### src/rtl/spike_rate_encoder_if.sv
// Handshake and spike-output bundle between the data loader, the encoder and a neuron's i_spike port.
// Latency: none, wires only.
// Backpressure: o_ready from the encoder gates i_valid/i_intensity from the loader.
interface spike_rate_encoder_if #(
  parameter int INTENSITY_W = 8,
  parameter int DATA_LENGTH = 32
);
  logic                   i_valid;
  logic                   o_ready;
  logic [INTENSITY_W-1:0] i_intensity;
  logic [DATA_LENGTH-1:0] o_spike;
  logic                   o_spike_flag;
  logic                   o_busy;
  logic                   o_done;
  logic [15:0]            o_spike_count;

  // Loader side: offers samples and watches the spike stream
  modport master (
    output i_valid, i_intensity,
    input  o_ready, o_spike, o_spike_flag, o_busy, o_done, o_spike_count
  );

  // Encoder side
  modport slave (
    input  i_valid, i_intensity,
    output o_ready, o_spike, o_spike_flag, o_busy, o_done, o_spike_count
  );
endinterface

### src/rtl/spike_rate_encoder.sv
// Rate encoder: one intensity sample in, WINDOW cycles of weighted spikes out, rate proportional to intensity.
// Latency: spikes appear 1 cycle after accept for WINDOW cycles; o_done pulses WINDOW+1 cycles after accept.
// Backpressure: o_ready low from accept until the o_done cycle; one sample per WINDOW+2 cycles.
// Build option SPK_ENC_DETERMINISTIC_EN: phase accumulator (exact count) instead of the stochastic LFSR.
module spike_rate_encoder #(
  parameter int                     DATA_LENGTH  = 32,
  parameter int                     INTENSITY_W  = 8,
  parameter int                     WINDOW       = 256,
  parameter logic [DATA_LENGTH-1:0] SPIKE_WEIGHT = 429496729,
  parameter logic [15:0]            LFSR_SEED    = 16'hACE1
) (
  input  logic               i_clk,
  input  logic               i_rst_n,
  spike_rate_encoder_if.slave bus
);

  localparam int              CNT_W = (WINDOW > 1) ? $clog2(WINDOW) : 1;
  localparam logic [CNT_W-1:0] LAST = CNT_W'(WINDOW - 1);

  typedef enum logic [1:0] {IDLE = 2'd0, RUN = 2'd1, DONE = 2'd2} state_t;

  state_t                 state, state_nxt;
  logic [INTENSITY_W-1:0] intensity, intensity_nxt;
  logic [CNT_W-1:0]       cnt, cnt_nxt;
  logic [15:0]            count, count_nxt;
  logic [DATA_LENGTH-1:0] spike, spike_nxt;
  logic                   flag, flag_nxt;
  logic                   ready, ready_nxt;
  logic                   busy, busy_nxt;
  logic                   done, done_nxt;
  logic                   hit;
  logic                   accept;

  assign accept = (state == IDLE) && bus.i_valid && ready;

`ifdef SPK_ENC_DETERMINISTIC_EN
  logic [INTENSITY_W-1:0] acc;
  logic [INTENSITY_W:0]   acc_sum;

  // Phase accumulator: the carry out of acc + intensity marks a spike, giving evenly spaced hits
  always_comb begin
    acc_sum = {1'b0, acc} + {1'b0, intensity};
    hit     = acc_sum[INTENSITY_W];
  end

  // Accumulator restarts at each accept and steps once per RUN cycle
  always_ff @(posedge i_clk or negedge i_rst_n) begin
    if (!i_rst_n)          acc <= '0;
    else if (accept)       acc <= '0;
    else if (state == RUN) acc <= acc_sum[INTENSITY_W-1:0];
  end
`else
  // A zero seed would lock the LFSR at zero forever
  localparam logic [15:0] SEED = (LFSR_SEED == 16'h0000) ? 16'h0001 : LFSR_SEED;

  logic [15:0] lfsr;

  // Stochastic hit: uniform LFSR slice below the intensity threshold
  always_comb hit = (lfsr[INTENSITY_W-1:0] < intensity);

  // Galois LFSR, free-running across windows, advanced only in RUN so the sequence is reproducible
  always_ff @(posedge i_clk or negedge i_rst_n) begin
    if (!i_rst_n)          lfsr <= SEED;
    else if (state == RUN) lfsr <= {1'b0, lfsr[15:1]} ^ (lfsr[0] ? 16'hB400 : 16'h0000);
  end
`endif

  // State register
  always_ff @(posedge i_clk or negedge i_rst_n) begin
    if (!i_rst_n) state <= IDLE;
    else          state <= state_nxt;
  end

  // Next-state and next registered-output values
  always_comb begin
    state_nxt     = state;
    intensity_nxt = intensity;
    cnt_nxt       = cnt;
    count_nxt     = count;
    spike_nxt     = spike;
    flag_nxt      = flag;
    ready_nxt     = ready;
    busy_nxt      = busy;
    done_nxt      = 1'b0;
    case (state)
      IDLE: begin
        ready_nxt = 1'b1;
        spike_nxt = '0;
        flag_nxt  = 1'b0;
        if (accept) begin
          intensity_nxt = bus.i_intensity;
          cnt_nxt       = '0;
          count_nxt     = '0;
          ready_nxt     = 1'b0;
          busy_nxt      = 1'b1;
          state_nxt     = RUN;
        end
      end
      RUN: begin
        spike_nxt = hit ? SPIKE_WEIGHT : '0;
        flag_nxt  = hit;
        if (hit) count_nxt = count + 16'd1;
        cnt_nxt = cnt + CNT_W'(1);
        if (cnt == LAST) state_nxt = DONE;
      end
      DONE: begin
        spike_nxt = '0;
        flag_nxt  = 1'b0;
        busy_nxt  = 1'b0;
        done_nxt  = 1'b1;
        ready_nxt = 1'b1;
        state_nxt = IDLE;
      end
      default: state_nxt = IDLE;
    endcase
  end

  // Datapath and output registers
  always_ff @(posedge i_clk or negedge i_rst_n) begin
    if (!i_rst_n) begin
      intensity <= '0;
      cnt       <= '0;
      count     <= '0;
      spike     <= '0;
      flag      <= 1'b0;
      ready     <= 1'b1;
      busy      <= 1'b0;
      done      <= 1'b0;
    end else begin
      intensity <= intensity_nxt;
      cnt       <= cnt_nxt;
      count     <= count_nxt;
      spike     <= spike_nxt;
      flag      <= flag_nxt;
      ready     <= ready_nxt;
      busy      <= busy_nxt;
      done      <= done_nxt;
    end
  end

  assign bus.o_ready       = ready;
  assign bus.o_spike       = spike;
  assign bus.o_spike_flag  = flag;
  assign bus.o_busy        = busy;
  assign bus.o_done        = done;
  assign bus.o_spike_count = count;

endmodule
### src/flat_wrapper.sv
// flat-port wrapper written by rule: the top's interface ports become plain ports
module spike_rate_encoder_flat 
#(
  parameter int                     DATA_LENGTH  = 32,
  parameter int                     INTENSITY_W  = 8,
  parameter int                     WINDOW       = 256,
  parameter logic [DATA_LENGTH-1:0] SPIKE_WEIGHT = 429496729,
  parameter logic [15:0]            LFSR_SEED    = 16'hACE1
)
  (i_clk, i_rst_n, bus_i_valid, bus_i_intensity, bus_o_ready, bus_o_spike, bus_o_spike_flag, bus_o_busy, bus_o_done, bus_o_spike_count);
  spike_rate_encoder_if #(.INTENSITY_W(INTENSITY_W), .DATA_LENGTH(DATA_LENGTH)) bus_i ();
  input  logic i_clk;
  input  logic i_rst_n;
  input wire logic [$bits(bus_i.i_valid)-1:0] bus_i_valid;
  input wire logic [$bits(bus_i.i_intensity)-1:0] bus_i_intensity;
  output wire logic [$bits(bus_i.o_ready)-1:0] bus_o_ready;
  output wire logic [$bits(bus_i.o_spike)-1:0] bus_o_spike;
  output wire logic [$bits(bus_i.o_spike_flag)-1:0] bus_o_spike_flag;
  output wire logic [$bits(bus_i.o_busy)-1:0] bus_o_busy;
  output wire logic [$bits(bus_i.o_done)-1:0] bus_o_done;
  output wire logic [$bits(bus_i.o_spike_count)-1:0] bus_o_spike_count;
  assign bus_i.i_valid = bus_i_valid;
  assign bus_i.i_intensity = bus_i_intensity;
  assign bus_o_ready = bus_i.o_ready;
  assign bus_o_spike = bus_i.o_spike;
  assign bus_o_spike_flag = bus_i.o_spike_flag;
  assign bus_o_busy = bus_i.o_busy;
  assign bus_o_done = bus_i.o_done;
  assign bus_o_spike_count = bus_i.o_spike_count;
  spike_rate_encoder #(.DATA_LENGTH(DATA_LENGTH), .INTENSITY_W(INTENSITY_W), .WINDOW(WINDOW), .SPIKE_WEIGHT(SPIKE_WEIGHT), .LFSR_SEED(LFSR_SEED)) u_core (.i_clk(i_clk), .i_rst_n(i_rst_n), .bus(bus_i));
endmodule
### config.mk
export PLATFORM = sky130hd
export DESIGN_NAME = spike_rate_encoder_flat
export DESIGN_NICKNAME = d
export VERILOG_FILES = /design/src/rtl/spike_rate_encoder_if.sv /design/src/rtl/spike_rate_encoder.sv /design/src/flat_wrapper.sv
export SDC_FILE = /design/constraint.sdc
export NUM_CORES = 1
export LEC_CHECK = 0
export CORE_MARGIN = 4
export CORE_UTILIZATION = 55
export DETAILED_ROUTE_END_ITERATION = 8
export MAX_ROUTING_LAYER = met4
export PLACE_DENSITY = 0.81
export REMOVE_ABC_BUFFERS = 1
export SKIP_LAST_GASP = 1
export SLEW_MARGIN = 10
export SYNTH_ARGS = -nofsm -noshare
export SYNTH_HDL_FRONTEND = slang
export SYNTH_SLANG_ARGS = --single-unit
export TNS_END_PERCENT = 5
### constraint.sdc
create_clock -name i_clk -period 4.05 [get_ports i_clk]
set_input_delay 0.6075 -clock i_clk [delete_from_list [all_inputs] [get_ports i_clk]]
set_output_delay 0.6075 -clock i_clk [all_outputs]
set_load 0.05 [all_outputs]
* Word level (Yosys, flattened, before mapping)
Cells that the tools add are included.
** Word-level totals
- Register bits :: 86
- Output and inout bits :: 52
- Bits in latches :: 0
- Bits in read-only memories :: 0
- Bits in writable memories :: 0
- Input port bits :: 11
- Memories kept :: 0
- Logic and storage cells :: 49
** Operators by class
- Magnitude comparators :: 1
- Equality and inequality tests :: 6
- Divide/modulo/power cells :: 0
- Shifts and indexed selects :: 0
- Bitwise gates (word level) :: 1
- Reduce and logical (&&, ||, !) cells :: 12
- Mux-type cells :: 17
- Add/sub/neg operators :: 2
- $mul :: 0
** Operator list (number)
- 32-bit case mux with 2 select lines :: 1
- 16-bit two-way mux :: 3
- 16-bit case mux with 2 select lines :: 1
- 29-bit two-way mux :: 1
- 16-bit by 1-bit adder with 16-bit output (second input constant) :: 1
- 8-bit case mux with 2 select lines :: 1
- 15-bit by 16-bit XOR with 16-bit output :: 1
- 8-bit by 1-bit adder with 8-bit output (second input constant) :: 1
- 8-bit == test (second input constant) :: 1
- 8-bit less-than comparator :: 1
- 8-bit two-way mux :: 1
- 2-bit AND reduction :: 4
- 1-bit case mux with 2 select lines :: 3
- 2-bit nonzero test :: 3
- 2-bit two-way mux :: 2
- 2-bit by 1-bit != test with 1-bit output (second input constant) :: 2
- 2-bit case mux with 2 select lines :: 1
- 1-bit two-way mux :: 3
- 3-bit AND reduction :: 1
- 2-bit by 1-bit == test with 1-bit output (second input constant) :: 1
- 2-bit == test (second input constant) :: 1
- 1-bit logical AND :: 2
- 2-bit zero test :: 1
- 2-bit != test (second input constant) :: 1
- 2-bit OR reduction :: 1

* Longest topological paths before layout
- Word-level depth :: 5
- Mapped depth :: 8
- Mapped depth without buffers :: 7

* Worst setup path after synthesis
OpenSTA, ideal clock, no wires.
- Kind :: register to register
- Start point :: register u_core.lfsr[3]
- End point :: register u_core.count[15] (netlist: u_core.bus.o_spike_count[15])
- Path buffers :: 1
- Clock period less this slack :: 1982 ps
- Data arrival time :: 1858 ps
- Stages on the path, launching flop included :: 8
- Data required time :: 3926 ps
- Setup time :: 124 ps
- Slack :: 2068 ps
- Path through :: dfrtp_1 ha_1 a211o_1 a21oi_1 a21o_2 a21oi_2 buf_6 a211o_1
** On the way
- Longest elaborated chain between the ends :: 3
** RTL lines
- start, declared :: line spike_rate_encoder.sv:56 : logic [15:0] lfsr;
- start signal, assigned :: line spike_rate_encoder.sv:64 : else if (state == RUN) lfsr <= {1'b0, lfsr[15:1]} ^ (lfsr[0] ? 16'hB400 : 16'h0000);
- 8-bit less-than comparator :: line spike_rate_encoder.sv:59 : always_comb hit = (lfsr[INTENSITY_W-1:0] < intensity);
- 2-bit by 1-bit != test with 1-bit output (no line)
- 3-bit AND reduction (no line)
- end signal, assigned :: line spike_rate_encoder.sv:132 : count <= count_nxt;
- end, declared :: line spike_rate_encoder.sv:25 : logic [15:0] count, count_nxt;
Every way passes these cells.
A chain may end at the register's enable or synchronous reset.

==> reports/metrics.yaml <==
hp-class: "in -> async"
start_kind: "flip-flop"
grt_setup_unrepaired: "false"
crit_slowest_cell: "clkdlybuf4s50_1"
finalHoldViolCount: 0
seq_area_frac_synth: 0.4632
path_delay_family: "buffers and inverters"
dieWidth_um: 81.13
synth_fa_ha_area_frac: 0.03828
grt-ovfl-total: 0
drv_slew: 0
yosys_warnings: 0
ys.flop_type: "dfrtp_1"
diodes: 0
clk_latency_ns: 0.30
cap_violations: 0
synthArstFlopShare: 1.000
crit_fanout: 17
area_delta_synth_final_pct: 12.89
synth_edf_count: 0
critPathBufInv: 1
grt_pass1_vias: 2159
nNetsFinal: 363
crit_arrival_ns: 1.82
multi_input_area_mm2: 0.001274
synth-compound-area-share: 0.1497
synthSimpleGateAreaFrac: 0.2008
gp_congestion: 0.8147
die_h_um: 81.13
numPortBuffers: 45
fin_skew_ns: 0.008099
layout-drive-gt1-share: 0.1192
outcome: "finished, final reports clean"
wl_per_cell_um: 14.52
hold_buffers: 0
fmax_mhz: 411.6
cts_resized: 0
synth.distinct_cells: 45
start_util: 0.5723
muxShareOfSynthArea: 0.01063
timing.final.crit_period_ns: 2.430
p_leak_nw: 1.533
post-cts-setup-buffer-count: 0
syn-cell-area_mm2: 0.002942
grt_start_max_net_pins: 37
grt_use_total: 0.1995
synthXorXnorAreaFrac: 0.01191
synth_top_family_by_area: "simple AND/OR/NAND/NOR gates"
ios: 63
holdWs_ns: 0.2961
clock_sinks: 54
clk_pin_slew_worst_paths_ns: 0.09
power.density_mw_per_mm2: 558.7
vias: 2258
drc: 0
dp_hpwl_um: 4238
endpoint_kind: "output port"
ant_nets: 0
drtIter0Drc: 107
crit_type: "reg -> out"
ys_ff_latch: 54
crit_chain: "clkdlybuf4s50_1"
routed_wl_um: 6012
core.rowCount: 26
worst_slew_pin_slew_ns: 0.8183
first_pass_iters: 4
worst_slack_ns: 1.621
die-area_mm2: 0.006582
syn_avg_cell_area_um2: 9.279
numCtsBuffers: 5
cpPeakStageDelay_ns: 0.90
cts-root-buf: "clkbuf_8"
grt_pass1_wl_um: 9970
cts.htree.levels: 2
ir_drop_mv: 0.5148
finalPower_w: 0.001855
cp.required_ns: 3.44
syn_inst: 317
setup_violations: 0
fillers: 433
vias_per_cell: 5.454
antenna_found_initial: 0
cts_max_path_buffers: 2
cts_tree: "built"
coreArea_mm2: 0.005140
finalCritPeriodShare: 0.5999
dpl_worst_slack_ns: 1.800
seq_area_mm2: 0.001363
max_slew_margin: 0.4534
## stage by stage
stage	std cells	area, um2	TNS, ns	utilization
floorplan	288	2674	-27.62	-
global placement	406	3229	0	0.6283
detailed placement	406	3229	0	0.6283
CTS	414	3321	0	0.6461
global route	414	3321	0	0.6461
finish	414	3321	0	0.6461
## final cells by class
type / count / share of cell area
Timing Repair Buffer: 48 / 0.1409
Clock buffer: 7 / 0.02600
Clock inverter: 1 / 0.001507
Inverter: 10 / 0.01130
Sequential cell: 54 / 0.4103
Tap cell: 70 / 0.02638
Multi-Input combinational cell: 224 / 0.3836
## worst paths after layout
kind	from	to	slack (ns)	cells past startpoint
setup / recovery	u_core.bus.o_spike[27]	bus_o_spike[15]	1.62	1
hold / removal	i_rst_n	u_core.bus.o_spike_count[9]	0.30	1
setup reg to reg	u_core.intensity[1]	u_core.bus.o_spike_count[4]	1.84	7
hold reg to reg	u_core.lfsr[12]	u_core.lfsr[11]	0.47	2
max in group asynchronous	i_rst_n	u_core.lfsr[7]	2.93	2
min in group i_clk	u_core.lfsr[12]	u_core.lfsr[11]	0.47	2
## Yosys cell counts, types with 2 or more instances
library cell,n,area (um2)
dfstp_2,9,236.5
o21ai_0,24,120.1
nor4_1,5,31.28
and2_1,3,18.77
a221o_2,3,33.78
o31ai_1,3,22.52
xnor2_1,4,35.03
mux2i_1,2,20.02
nor2b_1,2,12.51
buf_4,33,247.7
a21oi_2,2,17.52
buf_6,3,33.78
clkbuf_1,5,18.77
o22a_2,6,60.06
a31oi_1,2,12.51
dfrtp_1,45,1126
nor2_1,13,48.80
a21oi_1,6,30.03
buf_2,2,10.01
a211o_1,4,35.03
nand3_1,13,65.06
ha_1,9,112.6
o41ai_1,2,17.52
nand4_1,4,25.02
and3_1,4,25.02
nor3_1,4,20.02
nand2_1,76,285.3
and3_2,3,22.52
inv_1,10,37.54
## where the power goes
| group | leakage (nW) | switching, W | internal (W) |
|---|---|---|---|
| Sequential | 0.679 | 0.0000986 | 0.000639 |
| Combinational | 0.806 | 0.000544 | 0.000266 |
| Clock | 0.0482 | 0.000169 | 0.000138 |
| Total | 1.53 | 0.000812 | 0.00104 |
## cells in the final DEF, fill, tap and decap left out, types with 2 or more instances in the layout
cell type	n
a211o_1	4
a21oi_1	6
a21oi_2	2
a221o_2	3
a31oi_1	2
and2_1	3
and3_1	4
and3_2	3
buf_4	3
clkbuf_8	6
clkdlybuf4s50_1	44
conb_1	17
dfrtp_1	45
dfstp_2	9
ha_1	9
inv_1	10
mux2i_1	2
nand2_1	76
nand3_1	13
nand4_1	4
nor2_1	13
nor2b_1	2
nor3_1	4
nor4_1	5
o21ai_0	24
o22a_2	6
o31ai_1	3
o41ai_1	2
xnor2_1	4
## per-layer routing
layer  part of all wire  up-vias  track usage
met1               0.44     1099       0.2520
met5                  0        -            -
met4             0.0070        0      0.05068
li1                   -     1093            -
met3              0.050        4      0.03659
met2               0.50       62       0.3325
## state kept, by name, summed over array words and instances (netlist names)
name                      flops
u_core.bus.o_spike_count     16
u_core.lfsr                  16
u_core.cnt                    8
u_core.intensity              8
u_core.state                  2
u_core.bus.o_busy             1
u_core.bus.o_done             1
u_core.bus.o_ready            1
u_core.bus.o_spike            1
## kinds of logic after synthesis
family	Yosys count
compound gates	60
flops	54
simple gates	131
mux	3
fa+ha+maj	9
buf+inv	55
xor+xnor	4
other cells	1
No activity file was read; power rests on OpenSTA's default activity.
